$ cat src/rtl/spm_pkg.sv
// Shared types and constants for the signed serial-parallel multiplier sequencer.
package spm_pkg;

  localparam int unsigned CNT_W_DEF   = 6;
  localparam int unsigned MAX_LEN_DEF = 32;

  typedef enum logic [1:0] {
    ST_IDLE = 2'd0,
    ST_LOAD = 2'd1,
    ST_RUN  = 2'd2,
    ST_DONE = 2'd3
  } spm_state_e;

  // Smallest counter width whose range strictly exceeds max_len.
  function automatic int unsigned min_cnt_w(input int unsigned max_len);
    return $clog2(max_len + 1);
  endfunction

endpackage

$ cat src/rtl/spm_seq_ctrl_if.sv
// Command/strobe bundle between the command front end and the SPM sequencer.
interface spm_seq_ctrl_if
  import spm_pkg::*;
#(
  parameter int unsigned CNT_W = CNT_W_DEF
) ();

  logic             start;
  logic [CNT_W-1:0] ser_w;
  logic [CNT_W-1:0] len;
  logic             repeat_mode;
  logic             en;
  logic             abort;
  logic             busy;
  logic             load_en;
  logic             shift_en;
  logic             sext_hold;
  logic             last_bit;
  logic             done;
  logic [CNT_W-1:0] count;

  modport master (
    output start, ser_w, len, repeat_mode, en, abort,
    input  busy, load_en, shift_en, sext_hold, last_bit, done, count
  );

  modport slave (
    input  start, ser_w, len, repeat_mode, en, abort,
    output busy, load_en, shift_en, sext_hold, last_bit, done, count
  );

endinterface

$ cat src/rtl/spm_step_cnt.sv
// Enable/clear step counter that saturates at a programmable terminal value.
module spm_step_cnt #(
  parameter int unsigned W = 6
) (
  input  logic         clk,
  input  logic         reset,
  input  logic         i_clr,
  input  logic         i_en,
  input  logic [W-1:0] i_term,
  output logic [W-1:0] o_count,
  output logic         o_tc
);

  logic [W-1:0] r_count;
  logic         w_tc;

  assign w_tc = (r_count == i_term);

  // Clear wins; otherwise advance until the terminal value is reached, then hold.
  always_ff @(posedge clk or posedge reset) begin
    if (reset) begin
      r_count <= '0;
    end else if (i_clr) begin
      r_count <= '0;
    end else if (i_en && !w_tc) begin
      r_count <= r_count + W'(1);
    end
  end

  assign o_count = r_count;
  assign o_tc    = w_tc;

endmodule

$ cat src/rtl/spm_seq_ctrl.sv
// Sequencing controller for the SPM shift/adder chain: load, shift, sign-extend, done.
module spm_seq_ctrl
  import spm_pkg::*;
#(
  parameter int unsigned CNT_W   = CNT_W_DEF,
  parameter int unsigned MAX_LEN = MAX_LEN_DEF
) (
  input  logic           clk,
  input  logic           reset,
  spm_seq_ctrl_if.slave  bus
);

  localparam logic [CNT_W-1:0] LEN_MAX = CNT_W'(MAX_LEN);

  spm_state_e       r_state;
  spm_state_e       w_state_nxt;
  logic [CNT_W-1:0] r_len;
  logic [CNT_W-1:0] r_ser;
  logic             r_busy;
  logic             r_load_en;
  logic             r_done;

  logic [CNT_W-1:0] w_len_clamp;
  logic [CNT_W-1:0] w_ser_sel;
  logic [CNT_W-1:0] w_term;
  logic [CNT_W-1:0] w_count;
  logic             w_tc;
  logic             w_latch;
  logic             w_cnt_clr;
  logic             w_cnt_inc;
  logic             w_run;
  logic             w_shift;

  // Clamp requested lengths at latch time; a zero serial width means a 1-bit operand.
  always_comb begin
    w_len_clamp = (bus.len > LEN_MAX) ? LEN_MAX : bus.len;
    w_ser_sel   = bus.ser_w;
    if (bus.ser_w == '0) begin
      w_ser_sel = CNT_W'(1);
    end else if (bus.ser_w > w_len_clamp) begin
      w_ser_sel = w_len_clamp;
    end
  end

  assign w_term = r_len - CNT_W'(1);

  // Lengths are captured only on an accepted start and reused for repeat passes.
  always_ff @(posedge clk or posedge reset) begin
    if (reset) begin
      r_len <= '0;
      r_ser <= '0;
    end else if (w_latch) begin
      r_len <= w_len_clamp;
      r_ser <= w_ser_sel;
    end
  end

  // State register.
  always_ff @(posedge clk or posedge reset) begin
    if (reset) begin
      r_state <= ST_IDLE;
    end else begin
      r_state <= w_state_nxt;
    end
  end

  // Next-state and counter control; abort overrides stepping and completion.
  always_comb begin
    w_state_nxt = r_state;
    w_latch     = 1'b0;
    w_cnt_inc   = 1'b0;
    case (r_state)
      ST_IDLE: begin
        if (bus.start && (bus.len != '0)) begin
          w_latch     = 1'b1;
          w_state_nxt = ST_LOAD;
        end
      end
      ST_LOAD: begin
        w_state_nxt = bus.abort ? ST_IDLE : ST_RUN;
      end
      ST_RUN: begin
        if (bus.abort) begin
          w_state_nxt = ST_IDLE;
        end else if (bus.en) begin
          if (w_tc) begin
            w_state_nxt = ST_DONE;
          end else begin
            w_cnt_inc = 1'b1;
          end
        end
      end
      ST_DONE: begin
        if (bus.abort) begin
          w_state_nxt = ST_IDLE;
        end else if (bus.repeat_mode) begin
          w_state_nxt = ST_LOAD;
        end else begin
          w_state_nxt = ST_IDLE;
        end
      end
      default: begin
        w_state_nxt = ST_IDLE;
      end
    endcase
    w_cnt_clr = (w_state_nxt == ST_IDLE) || (w_state_nxt == ST_LOAD);
  end

  spm_step_cnt #(
    .W (CNT_W)
  ) u_step_cnt (
    .clk     (clk),
    .reset   (reset),
    .i_clr   (w_cnt_clr),
    .i_en    (w_cnt_inc),
    .i_term  (w_term),
    .o_count (w_count),
    .o_tc    (w_tc)
  );

  // Registered status strobes derived from the state being entered.
  always_ff @(posedge clk or posedge reset) begin
    if (reset) begin
      r_busy    <= 1'b0;
      r_load_en <= 1'b0;
      r_done    <= 1'b0;
    end else begin
      r_busy    <= (w_state_nxt != ST_IDLE);
      r_load_en <= (w_state_nxt == ST_LOAD);
      r_done    <= (w_state_nxt == ST_DONE);
    end
  end

  assign w_run   = (r_state == ST_RUN);
  assign w_shift = w_run & bus.en & ~bus.abort;

  assign bus.busy      = r_busy;
  assign bus.load_en   = r_load_en;
  assign bus.done      = r_done;
  assign bus.count     = w_count;
  assign bus.shift_en  = w_shift;
  assign bus.last_bit  = w_shift & w_tc;
  assign bus.sext_hold = w_run & (w_count >= (r_ser - CNT_W'(1)));

endmodule

$ cat src/flat_wrapper.sv
// flat-port wrapper written by rule: the top's interface ports become plain ports
module spm_seq_ctrl_flat import spm_pkg::*;
#(
  parameter int unsigned CNT_W   = CNT_W_DEF,
  parameter int unsigned MAX_LEN = MAX_LEN_DEF
)
  (clk, reset, bus_start, bus_ser_w, bus_len, bus_repeat_mode, bus_en, bus_abort, bus_busy, bus_load_en, bus_shift_en, bus_sext_hold, bus_last_bit, bus_done, bus_count);
  spm_seq_ctrl_if #(.CNT_W(CNT_W)) bus_i ();
  input  logic clk;
  input  logic reset;
  input wire logic [$bits(bus_i.start)-1:0] bus_start;
  input wire logic [$bits(bus_i.ser_w)-1:0] bus_ser_w;
  input wire logic [$bits(bus_i.len)-1:0] bus_len;
  input wire logic [$bits(bus_i.repeat_mode)-1:0] bus_repeat_mode;
  input wire logic [$bits(bus_i.en)-1:0] bus_en;
  input wire logic [$bits(bus_i.abort)-1:0] bus_abort;
  output wire logic [$bits(bus_i.busy)-1:0] bus_busy;
  output wire logic [$bits(bus_i.load_en)-1:0] bus_load_en;
  output wire logic [$bits(bus_i.shift_en)-1:0] bus_shift_en;
  output wire logic [$bits(bus_i.sext_hold)-1:0] bus_sext_hold;
  output wire logic [$bits(bus_i.last_bit)-1:0] bus_last_bit;
  output wire logic [$bits(bus_i.done)-1:0] bus_done;
  output wire logic [$bits(bus_i.count)-1:0] bus_count;
  assign bus_i.start = bus_start;
  assign bus_i.ser_w = bus_ser_w;
  assign bus_i.len = bus_len;
  assign bus_i.repeat_mode = bus_repeat_mode;
  assign bus_i.en = bus_en;
  assign bus_i.abort = bus_abort;
  assign bus_busy = bus_i.busy;
  assign bus_load_en = bus_i.load_en;
  assign bus_shift_en = bus_i.shift_en;
  assign bus_sext_hold = bus_i.sext_hold;
  assign bus_last_bit = bus_i.last_bit;
  assign bus_done = bus_i.done;
  assign bus_count = bus_i.count;
  spm_seq_ctrl #(.CNT_W(CNT_W), .MAX_LEN(MAX_LEN)) u_core (.clk(clk), .reset(reset), .bus(bus_i));
endmodule
$ cat config.mk
export PLATFORM = sky130hd
export DESIGN_NAME = spm_seq_ctrl_flat
export DESIGN_NICKNAME = d
export VERILOG_FILES = /design/src/rtl/spm_pkg.sv /design/src/rtl/spm_seq_ctrl_if.sv /design/src/rtl/spm_step_cnt.sv /design/src/rtl/spm_seq_ctrl.sv /design/src/flat_wrapper.sv
export SDC_FILE = /design/constraint.sdc
export NUM_CORES = 1
export LEC_CHECK = 0
export ABC_AREA = 1
export CAP_MARGIN = 40
export CORE_MARGIN = 1
export CORE_UTILIZATION = 57
export CTS_CLUSTER_SIZE = 12
export DETAILED_ROUTE_END_ITERATION = 8
export PLACE_DENSITY = 0.84
export SLEW_MARGIN = 20
export SYNTH_ARGS = -nofsm -noshare
export SYNTH_HDL_FRONTEND = slang
export SYNTH_SLANG_ARGS = --single-unit
$ cat constraint.sdc
create_clock -name clk -period 3.5 [get_ports clk]
set_input_delay 1.05 -clock clk [delete_from_list [all_inputs] [get_ports clk]]
set_output_delay 1.05 -clock clk [all_outputs]
set_load 0.005 [all_outputs]
==> implementation parameters <==
Parameter                              Value

Place
  GPL Wtd Cong    0.8211
  Placed inst area    about 2100 um2
  Cell count after placement    299
  HPWL reported at the end of detailed placement    2926 um
  Quantity of I/O buffers inserted on ports    29

Synth
  Count of mapped cells out of synthesis    239
  Post-synthesis register bit count    23
  Share of synthesized flip-flops with an asynchronous set or reset    100.0%
  Avg Synthesized Cell Area    7.329 um2
  Number of synthesized flops with an enable pin    0
  Commonest cells in the netlist    sky130_fd_sc_hd__nand2_1 (67), sky130_fd_sc_hd__inv_1 (30), sky130_fd_sc_hd__dfrtp_1 (23), sky130_fd_sc_hd__nand3_1 (22)
  Top cells by area, synth    sky130_fd_sc_hd__dfrtp_1 (33%), sky130_fd_sc_hd__nand2_1 (14%), sky130_fd_sc_hd__ha_1 (11%)
  Unique masters post-synth    30
  Number of synthesis warnings    0
  Proportion of synthesized chip area in sequential cells    ~33%
  Net Count, Synth    between 200 and 300
  Primary flip-flop cell chosen by synthesis mapping    sky130_fd_sc_hd__dfrtp_1
  Cell taking the most area after synthesis    sky130_fd_sc_hd__dfrtp_1
  Most common cell in the netlist    sky130_fd_sc_hd__nand2_1
  Post-synthesis cell area    1752 um2
  Fraction of synthesized cell area taken by the top area cell type    32.86%

Timing
  Pins Over Slew Limit    0
  Hold WS    0.5303 ns
  Clk_skew    0.01095 ns
  Slew of the pin with the lowest slew margin    0.7381 ns
  Number of endpoints with negative hold slack in the final report    0
  Total negative setup slack    0 ns
  Minimum clock period    3.328 ns
  Rel. slew slack    50.53%
  Setup repair after global routing missed its margin    false
  Final setup violation count    0
  Period Utilization, post-route    95.07%
  Highest clock rate    roughly 300 MHz

Detailed routing
  Routed vias/inst    5.280
  Total number of vias    1621
  Overall routed net length    3715 um
  Violation count after the first detailed-route iteration    28
  Final ANT Viol Nets    0
  Initial DRT Pass Iterations    6
  Remaining DRCs    1
  Routed length per placed instance    between 10 and 15 um

Floorplan
  I/O pin count    30
  Vertical die dimension    roughly 57 um
  Number of placement rows    19
  Die span in x    about 57 um
  Initial core utilization    61.92%
  Core region area    2829 um2
  Die area    3299 um2

Worst setup path
  Startpoint kind of the worst setup timing path    input pin
  Arrival time at the worst endpoint    2.28 ns
  Cell Chain, Critical Path    clkdlybuf4s50_1, nor3_4, clkdlybuf4s50_1
  CP Max Fanout    3
  Worst Path Required    2.45 ns
  Kind of critical path    input pin to output pin
  CP endpoint kind    output pin
  Crit-path max cell delay    ~0.52 ns
  Cell at the slowest stage of the critical path    sky130_fd_sc_hd__clkdlybuf4s50_1
  Most Frequent Cell on Critical Path    sky130_fd_sc_hd__clkdlybuf4s50_1

Global routing
  Antenna violations before repair    0
  First-pass GRT wire length    6327 um
  Largest net degree at the start of global routing    19
  Number of global-route vias before repair    1527
  Grt met3 use    4.762%
  Met2 GRT Util    45.85%
  Overall fraction of global-route tracks in use    24.74%
  GRT overflow    0
  Gr busiest metal    met2
  Met1 global-route usage    29.73%

Min path
  Path type of the worst min-delay path    flip-flop to flip-flop

Finish
  Layout net count    310
  Antenna fix cells    0
  Non-Filler Cell Area, Final    2173 um2
  Share of final-layout standard cells stronger than drive strength 1    14.13%
  Fillers    233
  Post-layout instance count excluding filler cells    a little over 300
  Storage element area    575.6 um2
  Total area of multi-input combinational cells    a little over 1000 um2
  P&R area growth vs syn    24.07%

Run
  Number of maximum-capacitance violations    0

Power and ir drop
  Clock power share    between 10% and 20%
  Power per Cell Area    409.2 nW/um2
  Logic gate share of total power    46.1%
  Portion of total power attributed to sequential cells    39.8%
  Switching part of the total power    40.38%
  Switching pwr    0.3591 mW
  Maximum ir drop on the vdd rail    0.3135 mV
  Cell-internal power    ~0.53 mW
  Lkg Pwr    1.143 nW

Clocking
  Clock latency on the worst-skew pair    about 0.32 ns
  Post-CTS clock slew at the launch and capture registers of the worst setup and hold paths    roughly 0.12 ns
  Number of buffers created by CTS    3
  CTS tree    built
  Longest Clk Path Bufs    2
  Cts hold-fix bufs    0
  H-tree Lvls    1
  CTS Sinks    23
  CTS Root Cell    sky130_fd_sc_hd__clkbuf_4

Status
  Violations in the final reports    design-rule violations
  Result of the run    finished with violations
-- metal layers --
metal  wire (um)  vias up  share of wire, %
met3          76        2               2.0
met5           0        -                 0
met4          23        0              0.62
met2        1932       24                52
li1            -      848                 -
met1        1684      747                45
-- worst paths after layout --
path / from / endpoint / slack, ns / cells after the start
setup / recovery: bus_abort / bus_shift_en / 0.17 / 3
hold / removal: u_core.r_len[5] / u_core.r_len[5] / 0.53 / 2
setup reg to reg: u_core.r_len[1] / u_core.u_step_cnt.o_count[5] / 1.60 / 14
hold reg to reg: u_core.r_len[5] / u_core.r_len[5] / 0.53 / 2
max in group asynchronous: reset / u_core.r_len[1] / 2.05 / 3
min in group asynchronous: reset / u_core.u_step_cnt.o_count[2] / 1.01 / 2
-- state kept, by name, indices dropped and copies added (netlist names) --
name / count
u_core.r_ser: 6
u_core.r_state: 2
u_core.r_len: 6
u_core.bus.busy: 1
u_core.bus.done: 1
u_core.u_step_cnt.o_count: 6
u_core.bus.load_en: 1
-- what timing repair did --
item,in CTS,in global routing
resized for setup,5,3
setup endpoints to repair,2,2
pin swaps,1,9
setup buffers,2,2
-- stage by stage --
stage / util (%) / total power [mW] / setup WS (ns)
final: 76.82 / 0.8894 / 0.1724
after global routing: 76.82 / 0.9645 / 0.1039
after CTS: 76.03 / 0.8804 / 0.003612
after detailed placement: 73.99 / 0.7379 / 0.1082
after global placement: 73.46 / 0.7216 / 0.1083
after floorplan: - / 0.6374 / 0.9419
-- cells in the final DEF (no fill, tap or decap), types with 3 or more instances in the layout --
| cell type | count |
|---|---|
| sky130_fd_sc_hd__a21oi_1 | 4 |
| sky130_fd_sc_hd__buf_4 | 5 |
| sky130_fd_sc_hd__clkbuf_4 | 3 |
| sky130_fd_sc_hd__clkdlybuf4s50_1 | 27 |
| sky130_fd_sc_hd__dfrtp_1 | 23 |
| sky130_fd_sc_hd__ha_1 | 13 |
| sky130_fd_sc_hd__inv_1 | 29 |
| sky130_fd_sc_hd__inv_2 | 9 |
| sky130_fd_sc_hd__nand2_1 | 66 |
| sky130_fd_sc_hd__nand2_2 | 3 |
| sky130_fd_sc_hd__nand3_1 | 22 |
| sky130_fd_sc_hd__nand3_2 | 3 |
| sky130_fd_sc_hd__nand3b_1 | 3 |
| sky130_fd_sc_hd__nand4_1 | 3 |
| sky130_fd_sc_hd__nor2_1 | 15 |
| sky130_fd_sc_hd__nor2_2 | 4 |
| sky130_fd_sc_hd__o21ai_0 | 7 |
| sky130_fd_sc_hd__o21ai_1 | 8 |
| sky130_fd_sc_hd__xnor2_1 | 4 |
| sky130_fd_sc_hd__xor2_1 | 5 |
-- logic make-up (layout without fill, tap and decap cells) --
logic type                 Yosys count  after routing  share of synthesized area [%]
buffers and inverters               41             78                          9.072
AOI/OAI and AO/OA                   23             23                          8.000
and+or+nand+nor                    128            128                          34.86
DFF                                 23             23                          32.86
adders and majority gates           15             15                          10.71
xor gates and xnor gates             9              9                          4.500
-- area by class of cell --
type                            instances  share of cell area [%]
Clock buffer                            4                   1.209
Multi-Input combinational cell        175                   47.67
Tap cell                               31                   1.785
Timing Repair Buffer                   35                   16.00
Inverter                               39                   6.851
Sequential cell                        23                   26.48
-- power groups by stage --
stage	Combinational, mW	Clock, mW	Sequential [mW]
final	0.410	0.126	0.354
after global routing	0.469	0.137	0.359
after CTS	0.403	0.125	0.352
after detailed placement	0.380	0	0.358
after global placement	0.366	0	0.356
after floorplan	0.288	0	0.349
-- critical path, delay by kind of cell --
kind,cells,cell delay [ns]
and+or+nand+nor,1,0.22
buffers and inverters,2,1.00
(Power assumes the default switching activity.)
